[src/rtl/cpu_seq_pkg.sv]
`default_nettype none
// ============================================================================
// Module   : cpu_seq_pkg
// Brief    : Shared phase encodings and limits for the CPU phase sequencer.
// Revision : 1.0 - initial release
// ============================================================================
package cpu_seq_pkg;

    localparam int PHASE_W      = 3;
    localparam int MEM_WAIT_MAX = 3;

    localparam logic [PHASE_W-1:0] c_IDLE   = 3'd0;
    localparam logic [PHASE_W-1:0] c_FETCH  = 3'd1;
    localparam logic [PHASE_W-1:0] c_DECODE = 3'd2;
    localparam logic [PHASE_W-1:0] c_EXEC   = 3'd3;
    localparam logic [PHASE_W-1:0] c_MEM    = 3'd4;
    localparam logic [PHASE_W-1:0] c_WB     = 3'd5;
    localparam logic [PHASE_W-1:0] c_HALT   = 3'd6;

endpackage
`default_nettype wire

[src/rtl/sat_counter.sv]
`default_nettype none
// ============================================================================
// Module   : sat_counter
// Brief    : W-bit up counter that sticks at all-ones instead of wrapping.
// Revision : 1.0 - initial release
// ============================================================================
module sat_counter #(
    parameter int W = 32
) (
    input  logic         clock,
    input  logic         reset,
    input  logic         inc,
    output logic [W-1:0] count
);

    localparam logic [W-1:0] c_ONE = {{(W-1){1'b0}}, 1'b1};

    logic [W-1:0] r_count;
    logic [W-1:0] w_count_nxt;

    always_comb begin
        w_count_nxt = r_count;
        if (inc && (r_count != {W{1'b1}})) begin
            w_count_nxt = r_count + c_ONE;
        end
    end

    always_ff @(posedge clock) begin
        if (!reset) begin
            r_count <= '0;
        end else begin
            r_count <= w_count_nxt;
        end
    end

    assign count = r_count;

endmodule
`default_nettype wire

[src/rtl/cpu_phase_sequencer.sv]
`default_nettype none
// ============================================================================
// Module   : cpu_phase_sequencer
// Brief    : Multi-cycle FETCH/DECODE/EXEC/MEM/WB phase controller with
//            run/step/halt control and saturating debug counters.
// Revision : 1.0 - initial release
// ============================================================================
module cpu_phase_sequencer
    import cpu_seq_pkg::*;
#(
    parameter int CNT_W    = 32,
    parameter int MEM_WAIT = 1
) (
    input  logic               clock,
    input  logic               reset,
    input  logic               run,
    input  logic               step,
    input  logic               is_mem,
    input  logic               is_store,
    input  logic               is_halt,
    input  logic               rf_wr_req,
    output logic [PHASE_W-1:0] phase,
    output logic               imem_en,
    output logic               ir_load,
    output logic               pc_en,
    output logic               rf_we,
    output logic               dmem_we,
    output logic               busy,
    output logic               halted,
    output logic [CNT_W-1:0]   cycle_count,
    output logic [CNT_W-1:0]   instr_count
);

    // Out-of-range MEM_WAIT is clamped so the 2-bit wait counter always terminates.
    localparam int          c_WAIT_INT  = (MEM_WAIT > MEM_WAIT_MAX) ? MEM_WAIT_MAX : MEM_WAIT;
    localparam logic [1:0]  c_WAIT_LAST = 2'(c_WAIT_INT);

    logic [PHASE_W-1:0] r_state,        w_state_nxt;
    logic               r_step_pending, w_step_pending_nxt;
    logic               r_is_mem,       w_is_mem_nxt;
    logic               r_is_store,     w_is_store_nxt;
    logic               r_is_halt,      w_is_halt_nxt;
    logic               r_rf_wr,        w_rf_wr_nxt;
    logic [1:0]         r_wait,         w_wait_nxt;
    logic               w_busy;

    always_ff @(posedge clock) begin
        if (!reset) begin
            r_state        <= c_IDLE;
            r_step_pending <= 1'b0;
            r_is_mem       <= 1'b0;
            r_is_store     <= 1'b0;
            r_is_halt      <= 1'b0;
            r_rf_wr        <= 1'b0;
            r_wait         <= 2'd0;
        end else begin
            r_state        <= w_state_nxt;
            r_step_pending <= w_step_pending_nxt;
            r_is_mem       <= w_is_mem_nxt;
            r_is_store     <= w_is_store_nxt;
            r_is_halt      <= w_is_halt_nxt;
            r_rf_wr        <= w_rf_wr_nxt;
            r_wait         <= w_wait_nxt;
        end
    end

    always_comb begin
        w_state_nxt        = r_state;
        w_step_pending_nxt = r_step_pending;
        w_is_mem_nxt       = r_is_mem;
        w_is_store_nxt     = r_is_store;
        w_is_halt_nxt      = r_is_halt;
        w_rf_wr_nxt        = r_rf_wr;
        w_wait_nxt         = 2'd0;

        case (r_state)
            c_IDLE: begin
                // A step only arms here; the FETCH it requests starts one edge later.
                if (run || r_step_pending) begin
                    w_state_nxt        = c_FETCH;
                    w_step_pending_nxt = 1'b0;
                end else if (step) begin
                    w_step_pending_nxt = 1'b1;
                end
            end
            c_FETCH: begin
                w_state_nxt = c_DECODE;
            end
            c_DECODE: begin
                w_is_mem_nxt   = is_mem;
                w_is_store_nxt = is_store;
                w_is_halt_nxt  = is_halt;
                w_rf_wr_nxt    = rf_wr_req;
                w_state_nxt    = is_halt ? c_HALT : c_EXEC;
            end
            c_EXEC: begin
                w_state_nxt = r_is_mem ? c_MEM : c_WB;
            end
            c_MEM: begin
                if (r_wait == c_WAIT_LAST) begin
                    w_state_nxt = c_WB;
                end else begin
                    w_wait_nxt = r_wait + 2'd1;
                end
            end
            c_WB: begin
                w_state_nxt = run ? c_FETCH : c_IDLE;
            end
            c_HALT: begin
                w_state_nxt = c_HALT;
            end
            default: begin
                w_state_nxt = c_IDLE;
            end
        endcase
    end

    assign w_busy  = (r_state >= c_FETCH) && (r_state <= c_WB);

    assign phase   = r_state;
    assign imem_en = (r_state == c_FETCH);
    assign ir_load = (r_state == c_FETCH);
    assign pc_en   = (r_state == c_WB);
    assign rf_we   = (r_state == c_WB) && r_rf_wr && !r_is_store;
    assign dmem_we = (r_state == c_MEM) && (r_wait == 2'd0) && r_is_store;
    assign busy    = w_busy;
    assign halted  = (r_state == c_HALT);

    sat_counter #(.W(CNT_W)) u_cycle_cnt (
        .clock (clock),
        .reset (reset),
        .inc   (w_busy),
        .count (cycle_count)
    );

    sat_counter #(.W(CNT_W)) u_instr_cnt (
        .clock (clock),
        .reset (reset),
        .inc   (pc_en),
        .count (instr_count)
    );

endmodule
`default_nettype wire

[config.mk]
export PLATFORM = sky130hd
export DESIGN_NAME = cpu_phase_sequencer
export DESIGN_NICKNAME = d
export VERILOG_FILES = /design/src/rtl/cpu_seq_pkg.sv /design/src/rtl/sat_counter.sv /design/src/rtl/cpu_phase_sequencer.sv
export SDC_FILE = /design/constraint.sdc
export NUM_CORES = 1
export LEC_CHECK = 0
export ABC_CLOCK_PERIOD_IN_PS = 5700
export BUFFER_PORTS_ARGS = -buffer_cell sky130_fd_sc_hd__clkbuf_2
export CORE_ASPECT_RATIO = 0.8
export CORE_MARGIN = 4
export CORE_UTILIZATION = 50
export DETAILED_ROUTE_END_ITERATION = 12
export PLACE_DENSITY = 0.74
export SETUP_SLACK_MARGIN = 0.15
export SLEW_MARGIN = 20
export SYNTH_ARGS = -nofsm -noshare
export SYNTH_HDL_FRONTEND = slang
export SYNTH_SLANG_ARGS = --single-unit
[constraint.sdc]
create_clock -name clock -period 5.7 [get_ports clock]
set_input_delay 0.57 -clock clock [delete_from_list [all_inputs] [get_ports clock]]
set_output_delay 0.57 -clock clock [all_outputs]
set_load 0.03 [all_outputs]
Word level (Yosys, flattened, before mapping)
Index checks and enable logic that the tools add are counted.

operators by class
  add/sub/neg operators = 3
  $lt $le $gt $ge = 2
  eq/ne operators = 11
  muxes and demuxes = 8
  bitwise logic cells = 2
  reduce and logical (&&, ||, !) cells = 15

operator list
  operator                                               count
  adder 32 x 1 -> 32 bit, second input constant          2
  inequality test 32 bit, second input constant          2
  case mux 3 bit (7 select lines)                        1
  == test 3 bit, second input constant                   3
  2-to-1 mux 3 bit                                       3
  logical AND 1 bit                                      7
  == test 3 x 2 -> 1 bit, second input constant          2
  2-to-1 mux 1 bit                                       4
  inequality test 2 bit, second input constant           2
  AND reduction 2 bit                                    2
  == test 3 x 1 -> 1 bit, second input constant          1
  >= comparator 3 x 1 -> 1 bit, second input constant    1
  less-or-equal comparator 3 bit, second input constant  1
  zero test 3 bit                                        1
  OR reduction 3 bit                                     1
  adder 2 x 1 -> 2 bit, second input constant            1
  == test 2 x 1 -> 1 bit, second input constant          1
  zero test 2 bit                                        1
  inverter 1 bit                                         2
  nonzero test 2 bit                                     1
  zero test 1 bit                                        1
  logical OR 1 bit                                       1

storage, ports and cells
  register bits after elaboration = 73
  bits of input ports = 8
  output and inout bits = 74
  word-level logic and storage cells = 49

Longest topological paths before layout
Gate-level depths: netlist (run 1).

  word-level depth = 3
  depth in mapped cells = 8
  gate-level depth less buffers = 6

Modules after synthesis
From an unflattened synthesis (run 1), not the netlist that was laid out.

second synthesis, totals
  cells, all modules = 455
  area total of the unflattened synthesis = 3911.3 µm²

by module, submodules not included
  module               times used  cells an instance  area each (µm²)  seq. area each (µm²)
  sat_counter          2           200                1704.1           640.6
  cpu_phase_sequencer  1           55                 503.0            180.2

Worst setup path after synthesis (run 1)
Ideal clock, no wire load.

  kind = register to output
  start = reg r_state[0] (netlist: phase[0])
  end = out ir_load
  arrival = 1.883 ns
  required time = 5.130 ns
  slack = 3.247 ns
  stages on the path, launching flop included = 5
  buffers on the path = 2
  cells stage by stage = dfxtp_1 buf_2 inv_1 nor3_1 buf_4

on the way
  word-level cells in the longest chain between the ends = 1

RTL lines
  what                    RTL line                   RTL
  from (decl)             cpu_phase_sequencer.sv:38  logic [PHASE_W-1:0] r_state, w_state_nxt;
  from (signal assigned)  cpu_phase_sequencer.sv:49  r_state <= c_IDLE;
  from (signal assigned)  cpu_phase_sequencer.sv:57  r_state <= w_state_nxt;
  == test 3 x 1 -> 1 bit  n/a
  to (decl)               cpu_phase_sequencer.sv:24  output logic ir_load,

No other way between the ends.

Worst setup path after layout (run 1)
  start = reg u_instr_cnt.r_count[6] (netlist: u_instr_cnt.count[6])
  end = reg u_instr_cnt.r_count[7] (netlist: u_instr_cnt.count[7])

on the way
  word-level cells in the longest chain between the ends = 2
  elaborated cells between the ends (all ways) = 3
  those cells by class = add/sub: 1; eq/ne: 1; reduce/logical: 1

RTL lines
  what                                                            RTL line           RTL
  from (decl)                                                     sat_counter.sv:18  logic [W-1:0] r_count;
  from (signal assigned)                                          sat_counter.sv:32  r_count <= w_count_nxt;
  branches (longest 2 deep; another with adder 32 x 1 -> 32 bit)  n/a

Parallel ways; which one is timed is not known.
A chain may end at the register's enable or synchronous reset.

==> impl_metrics.csv, run 1 <==
group,metric,value,unit
outcome,outcome,"finished clean",
clock_tree,cts_tree,"done",
sta,max_slew_margin,43.21,%
clock_tree,cts_buffers,9,
floorplan,coreArea,7094,um2
logic_synthesis,syn_nets,477,
logic_synthesis,synthTopCellsByArea,"dfxtp_1 39%, a21oi_1 5.9%, nand2_1 5.4%, mux2i_1 4.5%, or3_1 4.3%",
critical_path,critPathRequiredTime,5.90,ns
finish,num_antenna_cells,0,
grt,grt_max_degree,50,
logic_synthesis,synth_compound_area_share,17.24,%
logic_synthesis,synth_async_sr_flop_share,0,%
sta,tns,0,ns
clock_tree,postCtsHoldBufs,0,
worst_hold_path,hp-class,"reg2reg",
floorplan,initial_core_util,53.00,%
logic_synthesis,postSynthAreaPerCell,8.086,um2
detailed_routing,vias,3872,
detailed_routing,avgViaCountPerCell,6.175,
power_and_ir_drop,p_per_area,268.0,nW/um2
logic_synthesis,syn-cell-area,3760,um2
grt,antenna_found_initial,0,
detailed_routing,drt_wl_total,10020,um
sta,timing.final.ws_setup,2.935,ns
run,maxCapViolations,0,
floorplan,row_count,27,
logic_synthesis,ys_seq_area_share,38.87,%
sta,rsz0062_at_grt,"no",
sta,hold_viol_final,0,
clock_tree,clockRootBuffer,"clkbuf_8",
power_and_ir_drop,vdd_drop_max,0.2063,mV
logic_synthesis,synth.area.mux_share,4.526,%
power_and_ir_drop,p_leak,1.608,nW
sta,drv_slew,0,
logic_synthesis,synth-adder-area-share,1.331,%
logic_synthesis,synth-simple-area-share,33.31,%
logic_synthesis,synth_top_area_cell,"dfxtp_1",
detailed_routing,drt_pass1_iterations,5,
clock_tree,clkLatencyLatePin,0.34,ns
detailed_routing,initialDrtViolationCount,284,
sta,period_share,48.51,%
sta,final.setup_skew,0.005980,ns
floorplan,design.die.area,8980,um2
logic_synthesis,synth-xor-area-share,0.4659,%
clock_tree,cts_sinks,73,
place,place_hpwl,7105,um
place,dp.cells,611,
logic_synthesis,yosysWarnings,0,
critical_path,crit_path_start_kind,"register",
logic_synthesis,synth_enable_flop_cells,0,
floorplan,io_pins,82,
detailed_routing,ant_nets,0,
critical_path,crit_type,"reg2reg",
logic_synthesis,ys_ff_latch,73,
power_and_ir_drop,total_power,1.180,mW
finish,drive_gt1_share,19.81,%
clock_tree,cts_max_level,3,
floorplan,die_h,85.56,um
clock_tree,postCtsSetupRepairBufs,0,
logic_synthesis,synthTopCellsByCount,"73 x dfxtp_1, 54 x nand2_1, 44 x a21oi_1",
critical_path,crit_arrival,2.97,ns
floorplan,fp.dieW,105.0,um
sta,setup_viol,0,
logic_synthesis,synth_ff_type,"dfxtp_1",
logic_synthesis,synth_most_common_cell,"dfxtp_1",
sta,fin_crit,2.765,ns
sta,fmax,0.3616,GHz
grt,grt_overflow,0,
finish,instances_no_fill,627,
place,globalplace.congestion,0.7721,
place,post-place-ws,3.042,ns
grt,grt_first_pass_wirelength,16370,um
clock_tree,cts.path.max_buffers,2,
critical_path,cp-end-kind,"register",
sta,worst_pin_slew,0.8440,ns
logic_synthesis,synth_cell_types,47,
critical_path,path_max_fanout,29,
clock_tree,post_cts_resized,0,
grt,grt_pass1_vias,3410,
finish,layout.nets,547,
detailed_routing,wl_per_cell,15.98,um
logic_synthesis,netlist_instances,465,
sta,fin_hold_ws,0.4497,ns
grt,grt_usage,21.67,%
logic_synthesis,synth_top_family_by_area,"simple AND/OR/NAND/NOR gates",
finish,area_delta_synth_final,17.07,%
clock_tree,path_clk_slew,0.08,ns
place,port_buffers,81,
detailed_routing,drc,0,
logic_synthesis,synth_top_area_share,38.87,%
report_power, final:
part	internal, mW	total, mW	switching [mW]
logic	0.0549	0.169	0.114
clock network	0.258	0.452	0.194
registers	0.528	0.558	0.0301
total	0.841	1.18	0.339
sequential cells by signal, summed over array words and instances (netlist names):
signal,cells
u_cycle_cnt.count,32
u_instr_cnt.count,32
phase,3
r_wait,2
r_is_mem,1
r_is_store,1
r_rf_wr,1
r_step_pending,1
stage by stage:
stage          cell area [um2]  util [%]
6_report                  4402     62.05
5_1_grt                   4402     62.05
4_1_cts                   4402     62.05
3_5_place_dp              4182     58.94
3_3_place_gp              4182     58.94
2_1_floorplan             3760         -
per-layer routing:
layer / routed length [um] / up-vias / GRT usage (%)
met5: 0 / - / 0
met3: 804 / 11 / 7.148
met4: 108 / 0 / 5.006
met2: 4410 / 155 / 32.73
met1: 4697 / 1834 / 30.14
li1: - / 1872 / -
cell type report:
cell class	count	area, um2
Fill cell	665	2693
Tap cell	87	108.9
Clock buffer	11	141.4
Multi-Input combinational cell	354	2138
Clock inverter	5	78.83
Inverter	14	52.55
Sequential cell	73	1461
Timing Repair Buffer	83	420.4
cells in the final DEF, fill, tap and decap left out, types with 16 or more instances in the layout:
cell type,n
clkbuf_2,81
nand2_1,54
or3_1,26
nor2_1,27
o21ai_0,30
dfxtp_1,73
a21oi_1,44
nand4_1,25
nand3_1,16
mux2i_1,17
worst paths after layout:
path	from	slack (ns)	cells after the start	to
max	u_instr_cnt.count[6]	2.93	6	u_instr_cnt.count[7]
min	r_wait[0]	0.45	1	r_wait[0]
min reg2reg	r_wait[0]	0.45	1	r_wait[0]
max reg2reg	u_instr_cnt.count[6]	2.93	6	u_instr_cnt.count[7]
critical path, cell delays in order, from the launching register on:
cell and delay [ns]:
dfxtp_1 0.41, nand4_1 0.31, nor4_2 0.56, nor4b_4 0.73, buf_4 0.39, or3_1 0.15, a21oi_1 0.06
cells by family (layout without fill, tap and decap cells):
kind of cell             Yosys count  count (layout)
flip-flops                        73              73
multiplexers                      17              17
XOR/XNOR                           2               2
AO/OA/AOI/OAI                    107             107
buffers and inverters             38             113
AND/OR/NAND/NOR                  224             224
adder cells (fa/ha/maj)            4               4
(Power assumes the default switching activity.)
==> run 2, diff against run 1 <==
--- a/config.mk
+++ b/config.mk
@@ -5,7 +5,7 @@
 export SDC_FILE = /design/constraint.sdc
 export NUM_CORES = 1
 export LEC_CHECK = 0
-export ABC_CLOCK_PERIOD_IN_PS = 5700
+export ABC_CLOCK_PERIOD_IN_PS = 2600
 export BUFFER_PORTS_ARGS = -buffer_cell sky130_fd_sc_hd__clkbuf_2
 export CORE_ASPECT_RATIO = 0.8
 export CORE_MARGIN = 4
==> constraint.sdc (replaced) <==
create_clock -name clock -period 2.6 [get_ports clock]
set_input_delay 0.26 -clock clock [delete_from_list [all_inputs] [get_ports clock]]
set_output_delay 0.26 -clock clock [all_outputs]
set_load 0.03 [all_outputs]
==> run 2 against run 1 <==
Sequential share of layout area down 0.72 points. Clock skew grew 0.0038 ns. Sequential power grew 120%. Maximum frequency grew 21%.
==> impl_metrics.csv, run 2 (same netlist as run 1, synthesis figures left out) <==
group,metric,value,unit
outcome,outcome,"finished clean",
power_and_ir_drop,vdd_drop_max,0.3945,mV
floorplan,row_count,27,
floorplan,die_h,85.56,um
detailed_routing,top_layer_used,"met4",
finish,layout_commonest_cell,"clkbuf_2",
floorplan,fp.dieW,105.0,um
grt,grt_usage,22.01,%
finish,num_antenna_cells,0,
clock_tree,cts_tree,"done",
place,placed_area,4242,um2
clock_tree,postCtsHoldBufs,0,
detailed_routing,drc,0,
detailed_routing,avgViaCountPerCell,6.143,
grt,grt_pass1_vias,3423,
sta,rsz0062_at_grt,"no",
floorplan,coreArea,7094,um2
critical_path,crit_slowest_cell,"a311oi_2",
detailed_routing,wl_met1,4924,um
finish,area_delta_synth_final,19.67,%
place,port_buffers,81,
critical_path,path_buf_inv,0,
sta,fmax,0.4365,GHz
sta,setup_viol,0,
sta,period_share,88.11,%
clock_tree,cts_max_level,3,
critical_path,critPathRequiredTime,2.83,ns
place,globalplace.congestion,0.8187,
clock_tree,cts_buffers,9,
grt,grt_max_degree,38,
floorplan,io_pins,82,
detailed_routing,initialDrtViolationCount,219,
clock_tree,path_clk_slew,0.08,ns
power_and_ir_drop,p_per_area,602.0,nW/um2
place,place_hpwl,7247,um
critical_path,crit_arrival,2.52,ns
sta,final.setup_skew,0.009807,ns
critical_path,crit_type,"reg2reg",
detailed_routing,met2WireLength,4386,um
finish,finish.instance_area,4499,um2
detailed_routing,wl_met3,702,um
clock_tree,cts_sinks,73,
critical_path,cp_top_family,"simple AND/OR/NAND/NOR gates",
sta,max_slew_margin,57.43,%
grt,antenna_found_initial,0,
sta,worst_pin_slew,0.6326,ns
floorplan,design.die.area,8980,um2
finish,fill_cells,633,
critical_path,path_max_fanout,9,
finish,drive_gt1_share,21.31,%
detailed_routing,drt_pass1_iterations,5,
critical_path,path_cells,"nor3_1 -> or4_4 -> a311oi_2 -> nand4_1 -> mux2i_1",
floorplan,initial_core_util,53.00,%
grt,grt_overflow,0,
critical_path,cpPeakStageDelay,0.60,ns
finish,layout.nets,556,
clock_tree,clkLatencyLatePin,0.34,ns
power_and_ir_drop,p_leak,1.657,nW
critical_path,crit_path_start_kind,"register",
detailed_routing,vias,3907,
sta,tns,0,ns
finish,final_cell_mix,"81 x clkbuf_2, 73 x dfxtp_1, 54 x nand2_1",
sta,drv_slew,0,
clock_tree,clockRootBuffer,"clkbuf_8",
clock_tree,cts.path.max_buffers,2,
sta,hold_viol_final,0,
run,maxCapViolations,0,
detailed_routing,wl_per_cell,15.89,um
detailed_routing,drt_wl_total,10100,um
sta,fin_crit,2.291,ns
grt,grt_first_pass_wirelength,16520,um
detailed_routing,ant_nets,0,
worst_hold_path,hp-class,"in2reg",
critical_path,cp-end-kind,"register",
## run 2: cell type report
type                       count  area [um2]  share of cell area, %
clock buffer                  11       141.4                  3.142
clock inverter                 5       102.6                  2.280
inverter                      14       52.55                  1.168
multi-input combinational    354        2145                  47.66
sequential                    73        1461                  32.48
tap                           87       108.9                  2.419
timing repair buffer          92       488.0                  10.85
## run 2: worst paths after layout
kind	endpoint	from	cells past startpoint	slack [ns]
min reg2reg	r_wait[0]	r_wait[0]	1	0.45
max reg2reg	u_cycle_cnt.count[31]	phase[0]	5	0.31
max	u_cycle_cnt.count[31]	phase[0]	5	0.31
min	r_is_mem	is_mem	3	0.16
## run 2: routing by layer
metal	track usage, %	vias up
li1	-	1890
met1	32.25	1863
met2	32.50	145
met3	4.891	9
met4	6.198	0
met5	0	-
## run 2: power by group
group | total (mW) | internal [mW] | switching [mW]
logic | 0.405 | 0.132 | 0.273
clock network | 1.10 | 0.663 | 0.434
registers | 1.21 | 1.16 | 0.0488
## run 2: repair_timing
action                                  in CTS  in global routing
endpoints found under the setup margin       0                  5
gates resized for setup                      0                  1
buffers inserted                             0                  1
## run 2: worst min-delay path, stage by stage
cell      delay, ns
clkbuf_2       0.07
mux2i_1        0.06
nor2_1         0.07
## run 2: metrics by stage
| stage | total power, mW | hold slack [ns] | utilization (%) | instances | setup WS (ns) |
|---|---|---|---|---|---|
| after global routing | 2.811 | 0.1615 | 63.42 | 636 | 0.1664 |
| after global placement | 1.625 | 0.4229 | 59.79 | 619 | 0.3960 |
| after CTS | 2.724 | 0.1404 | 63.23 | 635 | 0.2654 |
| final | 2.709 | 0.1570 | 63.42 | 636 | 0.3090 |
| after floorplan | 1.531 | 0.4068 | - | 465 | 0.2446 |
| after detailed placement | 1.636 | 0.4389 | 59.79 | 619 | 0.2878 |
